===== src/rtl/branch_predictor_if.sv =====
`default_nettype none
// ============================================================================
// Module      : branch_predictor_if
// Description : Bundle of the lookup, resolve and status signals exchanged
//               between the core pipeline (master) and branch_predictor
//               (slave).
//               master drives : lookup_valid, lookup_pc, resolve_valid,
//                               resolve_taken
//               slave drives  : pred_taken, stall, branch_prediction,
//                               pending, mispredict, flush, lookup_count,
//                               mispredict_count
// Revision    : 1.0 - initial release
// ============================================================================
interface branch_predictor_if #(
   parameter int DATA_W = 16
);
   // fetch/decode side lookup
   logic              lookup_valid;
   logic [DATA_W-1:0] lookup_pc;
   logic              pred_taken;
   logic              stall;

   // in-flight branch, feeds the branch unit
   logic              branch_prediction;
   logic              pending;

   // branch unit resolution
   logic              resolve_valid;
   logic              resolve_taken;
   logic              mispredict;
   logic              flush;

   // statistics
   logic [15:0]       lookup_count;
   logic [15:0]       mispredict_count;

   modport master (
      output lookup_valid,
      output lookup_pc,
      output resolve_valid,
      output resolve_taken,
      input  pred_taken,
      input  stall,
      input  branch_prediction,
      input  pending,
      input  mispredict,
      input  flush,
      input  lookup_count,
      input  mispredict_count
   );

   modport slave (
      input  lookup_valid,
      input  lookup_pc,
      input  resolve_valid,
      input  resolve_taken,
      output pred_taken,
      output stall,
      output branch_prediction,
      output pending,
      output mispredict,
      output flush,
      output lookup_count,
      output mispredict_count
   );
endinterface
`default_nettype wire


===== src/rtl/branch_predictor.sv =====
`default_nettype none
// ============================================================================
// Module      : branch_predictor
// Description : Dynamic branch predictor with a table of 2-bit saturating
//               counters indexed by word-aligned PC bits, a single-entry
//               in-flight branch tracker and a one-cycle mispredict flush
//               sequencer.
// Ports       : clk    - rising-edge clock
//               arst_n - asynchronous active-low reset
//               bp     - branch_predictor_if.slave (lookup, resolve, status)
// Parameters  : DATA_W - PC width
//               IDX_W  - table index width (2**IDX_W counters)
// Options     : BP_STATS_EN - when defined, lookup_count and
//               mispredict_count are saturating 16-bit statistics counters;
//               otherwise both ports read 0 and no counter flops exist.
// Revision    : 1.0 - initial release
// ============================================================================
module branch_predictor #(
   parameter int DATA_W = 16,
   parameter int IDX_W  = 4
) (
   input  logic                clk,
   input  logic                arst_n,
   branch_predictor_if.slave   bp
);

   localparam int         c_ENTRIES   = 2 ** IDX_W;
   localparam logic [1:0] c_CTR_RESET = 2'b01;   // weak not-taken
   localparam logic [1:0] c_CTR_MAX   = 2'b11;   // strong taken
   localparam logic [1:0] c_CTR_MIN   = 2'b00;   // strong not-taken
   localparam logic [15:0] c_STAT_MAX = 16'hFFFF;

   // -------------------------------------------------------------------------
   // State
   // -------------------------------------------------------------------------
   logic [1:0]       r_table [c_ENTRIES];
   logic             r_pending;
   logic [IDX_W-1:0] r_pend_idx;
   logic             r_pend_pred;
   logic             r_flush;

   // -------------------------------------------------------------------------
   // Combinational decode
   // -------------------------------------------------------------------------
   logic [IDX_W-1:0] w_lookup_idx;
   logic             w_pred_taken;
   logic             w_stall;
   logic             w_resolve;
   logic             w_mispredict;
   logic             w_accept;
   logic [1:0]       w_ctr_cur;
   logic [1:0]       w_ctr_next;
   logic             w_unused_pc;

   // Branches are word aligned, so PC[1:0] carry no information.
   assign w_lookup_idx = bp.lookup_pc[IDX_W+1:2];
   assign w_unused_pc  = ^{bp.lookup_pc[DATA_W-1:IDX_W+2], bp.lookup_pc[1:0]};

   // Prediction reads the table as it stands this cycle; a resolve to the
   // same entry in the same cycle is not forwarded.
   assign w_pred_taken = r_table[w_lookup_idx][1];

   // Only one branch may be in flight; a resolve this cycle frees the slot.
   assign w_stall      = bp.lookup_valid && r_pending && !bp.resolve_valid;

   // A resolve with nothing in flight is ignored entirely.
   assign w_resolve    = bp.resolve_valid && r_pending;
   assign w_mispredict = w_resolve && (bp.resolve_taken != r_pend_pred);

   // A lookup seen in a mispredict cycle is on the wrong path and is dropped.
   assign w_accept     = bp.lookup_valid && !w_stall && !w_mispredict;

   // Saturating counter update for the in-flight entry.
   always_comb begin
      w_ctr_cur  = r_table[r_pend_idx];
      w_ctr_next = w_ctr_cur;
      if (bp.resolve_taken) begin
         if (w_ctr_cur != c_CTR_MAX) begin
            w_ctr_next = w_ctr_cur + 2'd1;
         end
      end else begin
         if (w_ctr_cur != c_CTR_MIN) begin
            w_ctr_next = w_ctr_cur - 2'd1;
         end
      end
   end

   // -------------------------------------------------------------------------
   // Counter table
   // -------------------------------------------------------------------------
   always_ff @(posedge clk or negedge arst_n) begin
      if (!arst_n) begin
         for (int i = 0; i < c_ENTRIES; i++) begin
            r_table[i] <= c_CTR_RESET;
         end
      end else if (w_resolve) begin
         r_table[r_pend_idx] <= w_ctr_next;
      end
   end

   // -------------------------------------------------------------------------
   // In-flight tracker and flush sequencer
   // -------------------------------------------------------------------------
   always_ff @(posedge clk or negedge arst_n) begin
      if (!arst_n) begin
         r_pending   <= 1'b0;
         r_pend_idx  <= '0;
         r_pend_pred <= 1'b0;
         r_flush     <= 1'b0;
      end else begin
         if (w_accept) begin
            // Also covers resolve+lookup: the new branch replaces the old.
            r_pending   <= 1'b1;
            r_pend_idx  <= w_lookup_idx;
            r_pend_pred <= w_pred_taken;
         end else if (w_resolve) begin
            r_pending   <= 1'b0;
         end
         r_flush <= w_mispredict;
      end
   end

   // -------------------------------------------------------------------------
   // Statistics
   // -------------------------------------------------------------------------
`ifdef BP_STATS_EN
   logic [15:0] r_lookup_count;
   logic [15:0] r_mispredict_count;

   always_ff @(posedge clk or negedge arst_n) begin
      if (!arst_n) begin
         r_lookup_count     <= '0;
         r_mispredict_count <= '0;
      end else begin
         if (w_accept && (r_lookup_count != c_STAT_MAX)) begin
            r_lookup_count <= r_lookup_count + 16'd1;
         end
         if (w_mispredict && (r_mispredict_count != c_STAT_MAX)) begin
            r_mispredict_count <= r_mispredict_count + 16'd1;
         end
      end
   end

   assign bp.lookup_count     = r_lookup_count;
   assign bp.mispredict_count = r_mispredict_count;
`else
   assign bp.lookup_count     = 16'd0;
   assign bp.mispredict_count = 16'd0;
`endif

   // -------------------------------------------------------------------------
   // Outputs
   // -------------------------------------------------------------------------
   assign bp.pred_taken        = w_pred_taken;
   assign bp.stall             = w_stall;
   assign bp.pending           = r_pending;
   assign bp.branch_prediction = r_pend_pred;
   assign bp.mispredict        = w_mispredict;
   assign bp.flush             = r_flush;

endmodule
`default_nettype wire

===== src/flat_wrapper.sv =====
// flat-port wrapper written by rule: the top's interface ports become plain ports
module branch_predictor_flat 
#(
   parameter int DATA_W = 16,
   parameter int IDX_W  = 4
)
  (clk, arst_n, bp_lookup_valid, bp_lookup_pc, bp_resolve_valid, bp_resolve_taken, bp_pred_taken, bp_stall, bp_branch_prediction, bp_pending, bp_mispredict, bp_flush, bp_lookup_count, bp_mispredict_count);
  branch_predictor_if #(.DATA_W(DATA_W)) bp_i ();
  input  logic clk;
  input  logic arst_n;
  input wire logic [$bits(bp_i.lookup_valid)-1:0] bp_lookup_valid;
  input wire logic [$bits(bp_i.lookup_pc)-1:0] bp_lookup_pc;
  input wire logic [$bits(bp_i.resolve_valid)-1:0] bp_resolve_valid;
  input wire logic [$bits(bp_i.resolve_taken)-1:0] bp_resolve_taken;
  output wire logic [$bits(bp_i.pred_taken)-1:0] bp_pred_taken;
  output wire logic [$bits(bp_i.stall)-1:0] bp_stall;
  output wire logic [$bits(bp_i.branch_prediction)-1:0] bp_branch_prediction;
  output wire logic [$bits(bp_i.pending)-1:0] bp_pending;
  output wire logic [$bits(bp_i.mispredict)-1:0] bp_mispredict;
  output wire logic [$bits(bp_i.flush)-1:0] bp_flush;
  output wire logic [$bits(bp_i.lookup_count)-1:0] bp_lookup_count;
  output wire logic [$bits(bp_i.mispredict_count)-1:0] bp_mispredict_count;
  assign bp_i.lookup_valid = bp_lookup_valid;
  assign bp_i.lookup_pc = bp_lookup_pc;
  assign bp_i.resolve_valid = bp_resolve_valid;
  assign bp_i.resolve_taken = bp_resolve_taken;
  assign bp_pred_taken = bp_i.pred_taken;
  assign bp_stall = bp_i.stall;
  assign bp_branch_prediction = bp_i.branch_prediction;
  assign bp_pending = bp_i.pending;
  assign bp_mispredict = bp_i.mispredict;
  assign bp_flush = bp_i.flush;
  assign bp_lookup_count = bp_i.lookup_count;
  assign bp_mispredict_count = bp_i.mispredict_count;
  branch_predictor #(.DATA_W(DATA_W), .IDX_W(IDX_W)) u_core (.clk(clk), .arst_n(arst_n), .bp(bp_i));
endmodule

===== config.mk =====
export PLATFORM = sky130hd
export DESIGN_NAME = branch_predictor_flat
export DESIGN_NICKNAME = d
export VERILOG_FILES = /design/src/rtl/branch_predictor_if.sv /design/src/rtl/branch_predictor.sv /design/src/flat_wrapper.sv
export SDC_FILE = /design/constraint.sdc
export NUM_CORES = 1
export LEC_CHECK = 0
export BUFFER_PORTS_ARGS = -buffer_cell sky130_fd_sc_hd__buf_2
export CAP_MARGIN = 10
export CORE_ASPECT_RATIO = 0.8
export CORE_MARGIN = 2
export CORE_UTILIZATION = 31
export DETAILED_ROUTE_END_ITERATION = 10
export GPL_TIMING_DRIVEN = 0
export MAX_ROUTING_LAYER = met4
export PLACE_DENSITY_LB_ADDON = 0.2
export SETUP_SLACK_MARGIN = 0.15
export SYNTH_ARGS = -nofsm -noshare
export SYNTH_HDL_FRONTEND = slang
export SYNTH_SLANG_ARGS = --single-unit

===== constraint.sdc =====
create_clock -name clk -period 2.2 [get_ports clk]
set_input_delay 0.22 -clock clk [delete_from_list [all_inputs] [get_ports clk]]
set_output_delay 0.22 -clock clk [all_outputs]
set_load 0.02 [all_outputs]

==> impl_metrics.yaml <==
logic_synthesis:
  syn_area_sq_um: 2280
  synth.distinct_cells: 30
  synthMuxAreaShare: 0.296
  synth_edf_count: 0
  synth_top_family_by_area: "multiplexers"
  synth_seq_cells: 39
  synthAdderAreaFrac: 0.00990
  synth_xor_area_frac: 0.00385
  synthSimpleGateAreaFrac: 0.0874
  ys_seq_area_frac: 0.438
  synth_ff_type: "dfrtp_1"
  synth_cells: 184
  synth_compound_area_frac: 0.0423
  avgSynthCellArea_sq_um: 12.4
  synth_warnings: 0
  async_flop_share: 1.00
final_layout:
  num-nets-final: 261
  seqCellArea_sq_um: 997
  drive_above_1_share: 0.560
  diodes: 0
  fill_cells: 665
  multi_input_area_sq_um: 1290
  instances_no_fill: 328
  synthToLayoutAreaGrowth_pct: 28.4
timing:
  period_share: 0.986
  drv_slew: 0
  min_period_ns: 2.17
  rsz0062_at_grt: "true"
  fmax_ghz: 0.461
  hold_viol_final: 0
  slew_headroom: 0.411
  skew_ns: 0.0105
  worstMarginPinSlew_ns: 0.884
  finalSetupViolations: 0
floorplanning:
  dieArea_sq_um: 8050
  io_pins: 59
  start_util: 0.325
  placementRows: 27
  die_height_microns: 80.6
  coreArea_sq_um: 6990
  fp.dieW_microns: 99.8
clocking:
  cts.sinks: 39
  clk_latency_ns: 0.30
  htreeDepth: 2
  numCtsBuffers: 5
  cts-root-buf: "clkbuf_8"
  path_clk_slew_ns: 0.08
  cts_tree: "done"
  clk_path_buf_depth: 2
  hold_buffers: 0
hold_path:
  min_path_type: "in2async"
setup_path:
  cp.required_ns: 2.38
  path_max_fanout: 8
  rr_worst_depth: 5
  critical_path_arrival_ns: 2.35
  reg2reg_from: "u_core.r_pend_idx[0]$_DFFE_PN0P_"
  r2r_end: "u_core.r_table[3]$_DFFE_PN0P_"
  worstSetupPathType: "reg2reg"
  end_kind: "flip-flop"
  cp-start-kind: "flip-flop"
  rrSetupSlack_ns: 0.03
power_and_ir_drop:
  power_uw: 3440
  ir_worst_vdd_v: 0.000482
  leakagePower_uw: 0.00136
  power_density_nw_per_um2: 1180
place:
  place_congestion: 0.764
  dpl.cell_count: 315
  hpwl_microns: 3550
  port_buffers: 13
global_route:
  antenna_found_initial: 0
  busiest_layer: "met2"
  grt_pass1_wl_microns: 7620
  grt_usage: 0.131
  grt_overflow_total: 0
  grt_pass1_vias: 1452
  use_met3: 0.0348
  gr-usage-met2: 0.187
  grt_util_met1: 0.180
  grt_max_degree: 40
detailed_routing:
  drc: 0
  num_vias: 1491
  drt_first_pass_iters: 4
  drtAntennaViolNets: 0
  drt_iter0_markers: 72
  wire_per_inst_microns: 15.1
  routed_wl_microns: 4960
  vias_per_cell: 4.55
run:
  max_cap_viol_count: 0
outcome:
  outcome: "completed"
## cell usage in the layout (no fill, tap or decap), types with 2 or more instances in the layout
master / netlist / final
a31oi_1: 8 / 5
buf_4: 32 / 36
o21ai_2: 0 / 2
mux4_2: 9 / 9
conb_1: 1 / 32
inv_1: 3 / 3
dfrtp_1: 23 / 22
nand2b_1: 5 / 5
clkbuf_1: 2 / 2
nor3_1: 4 / 2
clkbuf_8: 0 / 5
dfstp_2: 16 / 16
mux2i_1: 4 / 4
o211ai_1: 2 / 2
a31oi_4: 0 / 2
mux4_1: 3 / 3
mux2_2: 30 / 14
nand4b_1: 2 / 2
bufinv_16: 0 / 2
nand3_1: 2 / 2
nor2_1: 18 / 17
buf_2: 1 / 13
or2_2: 3 / 3
mux2_4: 1 / 17
## cell families (layout without fill, tap and decap cells)
family | Yosys count | count (layout)
simple gates | 39 | 39
xor+xnor | 1 | 1
buf+inv | 39 | 65
compound gates | 16 | 16
fa+ha+maj | 2 | 2
other cells | 1 | 32
flops | 39 | 39
mux | 47 | 47
## what timing repair did
item / in CTS / in global routing
pin swaps: 3 / 11
setup buffers: 5 / 0
setup endpoints to repair: 32 / 25
resized for setup: 12 / 30
## worst max-delay path, stage by stage (launching register included)
cell	delay, ns
dfrtp_2	0.45
buf_8	0.14
mux4_2	0.50
mux2_4	0.29
maj3_2	0.39
mux2_2	0.29
## registers in the layout, summed over array words and instances, names as in the netlist
signal                       count
u_core.r_table                  32
u_core.r_pend_idx                4
u_core.bp.pending                1
u_core.bp.flush                  1
u_core.bp.branch_prediction      1
## synth_stat cells, types with 2 or more instances
cell      instances  area (sq um)
mux2_2           30           338
nand4b_1          2          17.5
clkbuf_1          2          7.51
nor2b_1           2          12.5
maj3_2            2          22.5
inv_1             3          11.3
mux4_1            3          78.8
nand3_1           2          10.0
nor3_1            4          20.0
o21ai_0           3          15.0
mux2i_1           4          40.0
or2_2             3          18.8
nor2_1           18          67.6
mux4_2            9           203
dfstp_2          16           420
dfrtp_1          23           576
a21oi_1           2          10.0
nand2b_1          5          31.3
a31oi_1           8          50.1
buf_4            32           240
o211ai_1          2          15.0
## worst max path at each step
stage / cells past startpoint / start / slack, ns / to
floorplan: 5 / u_core.r_pend_idx[0]$_DFFE_PN0P_ / 0.16 / u_core.r_table[19]$_DFFE_PN0P_
global placement: 6 / u_core.r_pend_idx[3]$_DFFE_PN0P_ / -0.19 / u_core.r_table[10]$_DFFE_PN1P_
detailed placement: 6 / u_core.r_pend_idx[3]$_DFFE_PN0P_ / -0.18 / u_core.r_table[12]$_DFFE_PN1P_
CTS: 4 / u_core.r_pend_idx[0]$_DFFE_PN0P_ / 0.05 / u_core.r_table[3]$_DFFE_PN0P_
global route: 5 / u_core.r_pend_idx[0]$_DFFE_PN0P_ / 0.0007 / u_core.r_table[3]$_DFFE_PN0P_
finish: 5 / u_core.r_pend_idx[0]$_DFFE_PN0P_ / 0.03 / u_core.r_table[3]$_DFFE_PN0P_
## metal layers
metal	vias to the layer above	wire length, microns
li1	715	-
met1	717	2570
met2	52	2040
met3	7	285
met4	0	65
met5	-	0
## layout make-up
class,instances,share of cell area
inverter,3,0.00385
clock buffer,6,0.0248
sequential,39,0.341
clock inverter,2,0.0205
tap,87,0.0372
timing repair buffer,18,0.0394
buffer,36,0.0929
multi-input combinational,137,0.440
## power by group
| group | internal [uW] | leakage (uW) | total, uW | switching [uW] |
|---|---|---|---|---|
| logic | 745 | 0.000822 | 1440 | 695 |
| clock network | 454 | 0.0000654 | 717 | 264 |
| registers | 1080 | 0.000470 | 1280 | 196 |
## metrics by stage
| stage | utilization | TNS (ns) | worst slack (ns) | hold WS [ns] | cell area (sq um) |
|---|---|---|---|---|---|
| 2_1_floorplan | - | 0 | 0.159 | -0.0756 | 2390 |
| 6_report | 0.418 | 0 | 0.0316 | 0.0381 | 2920 |
| 5_1_grt | 0.418 | 0 | 0.000668 | 0.106 | 2920 |
| 4_1_cts | 0.398 | 0 | 0.0532 | 0.0702 | 2790 |
| 3_3_place_gp | 0.367 | -1.89 | -0.193 | 0.394 | 2570 |
| 3_5_place_dp | 0.367 | -1.71 | -0.184 | 0.400 | 2570 |
Power figures use the tool's default switching activity.
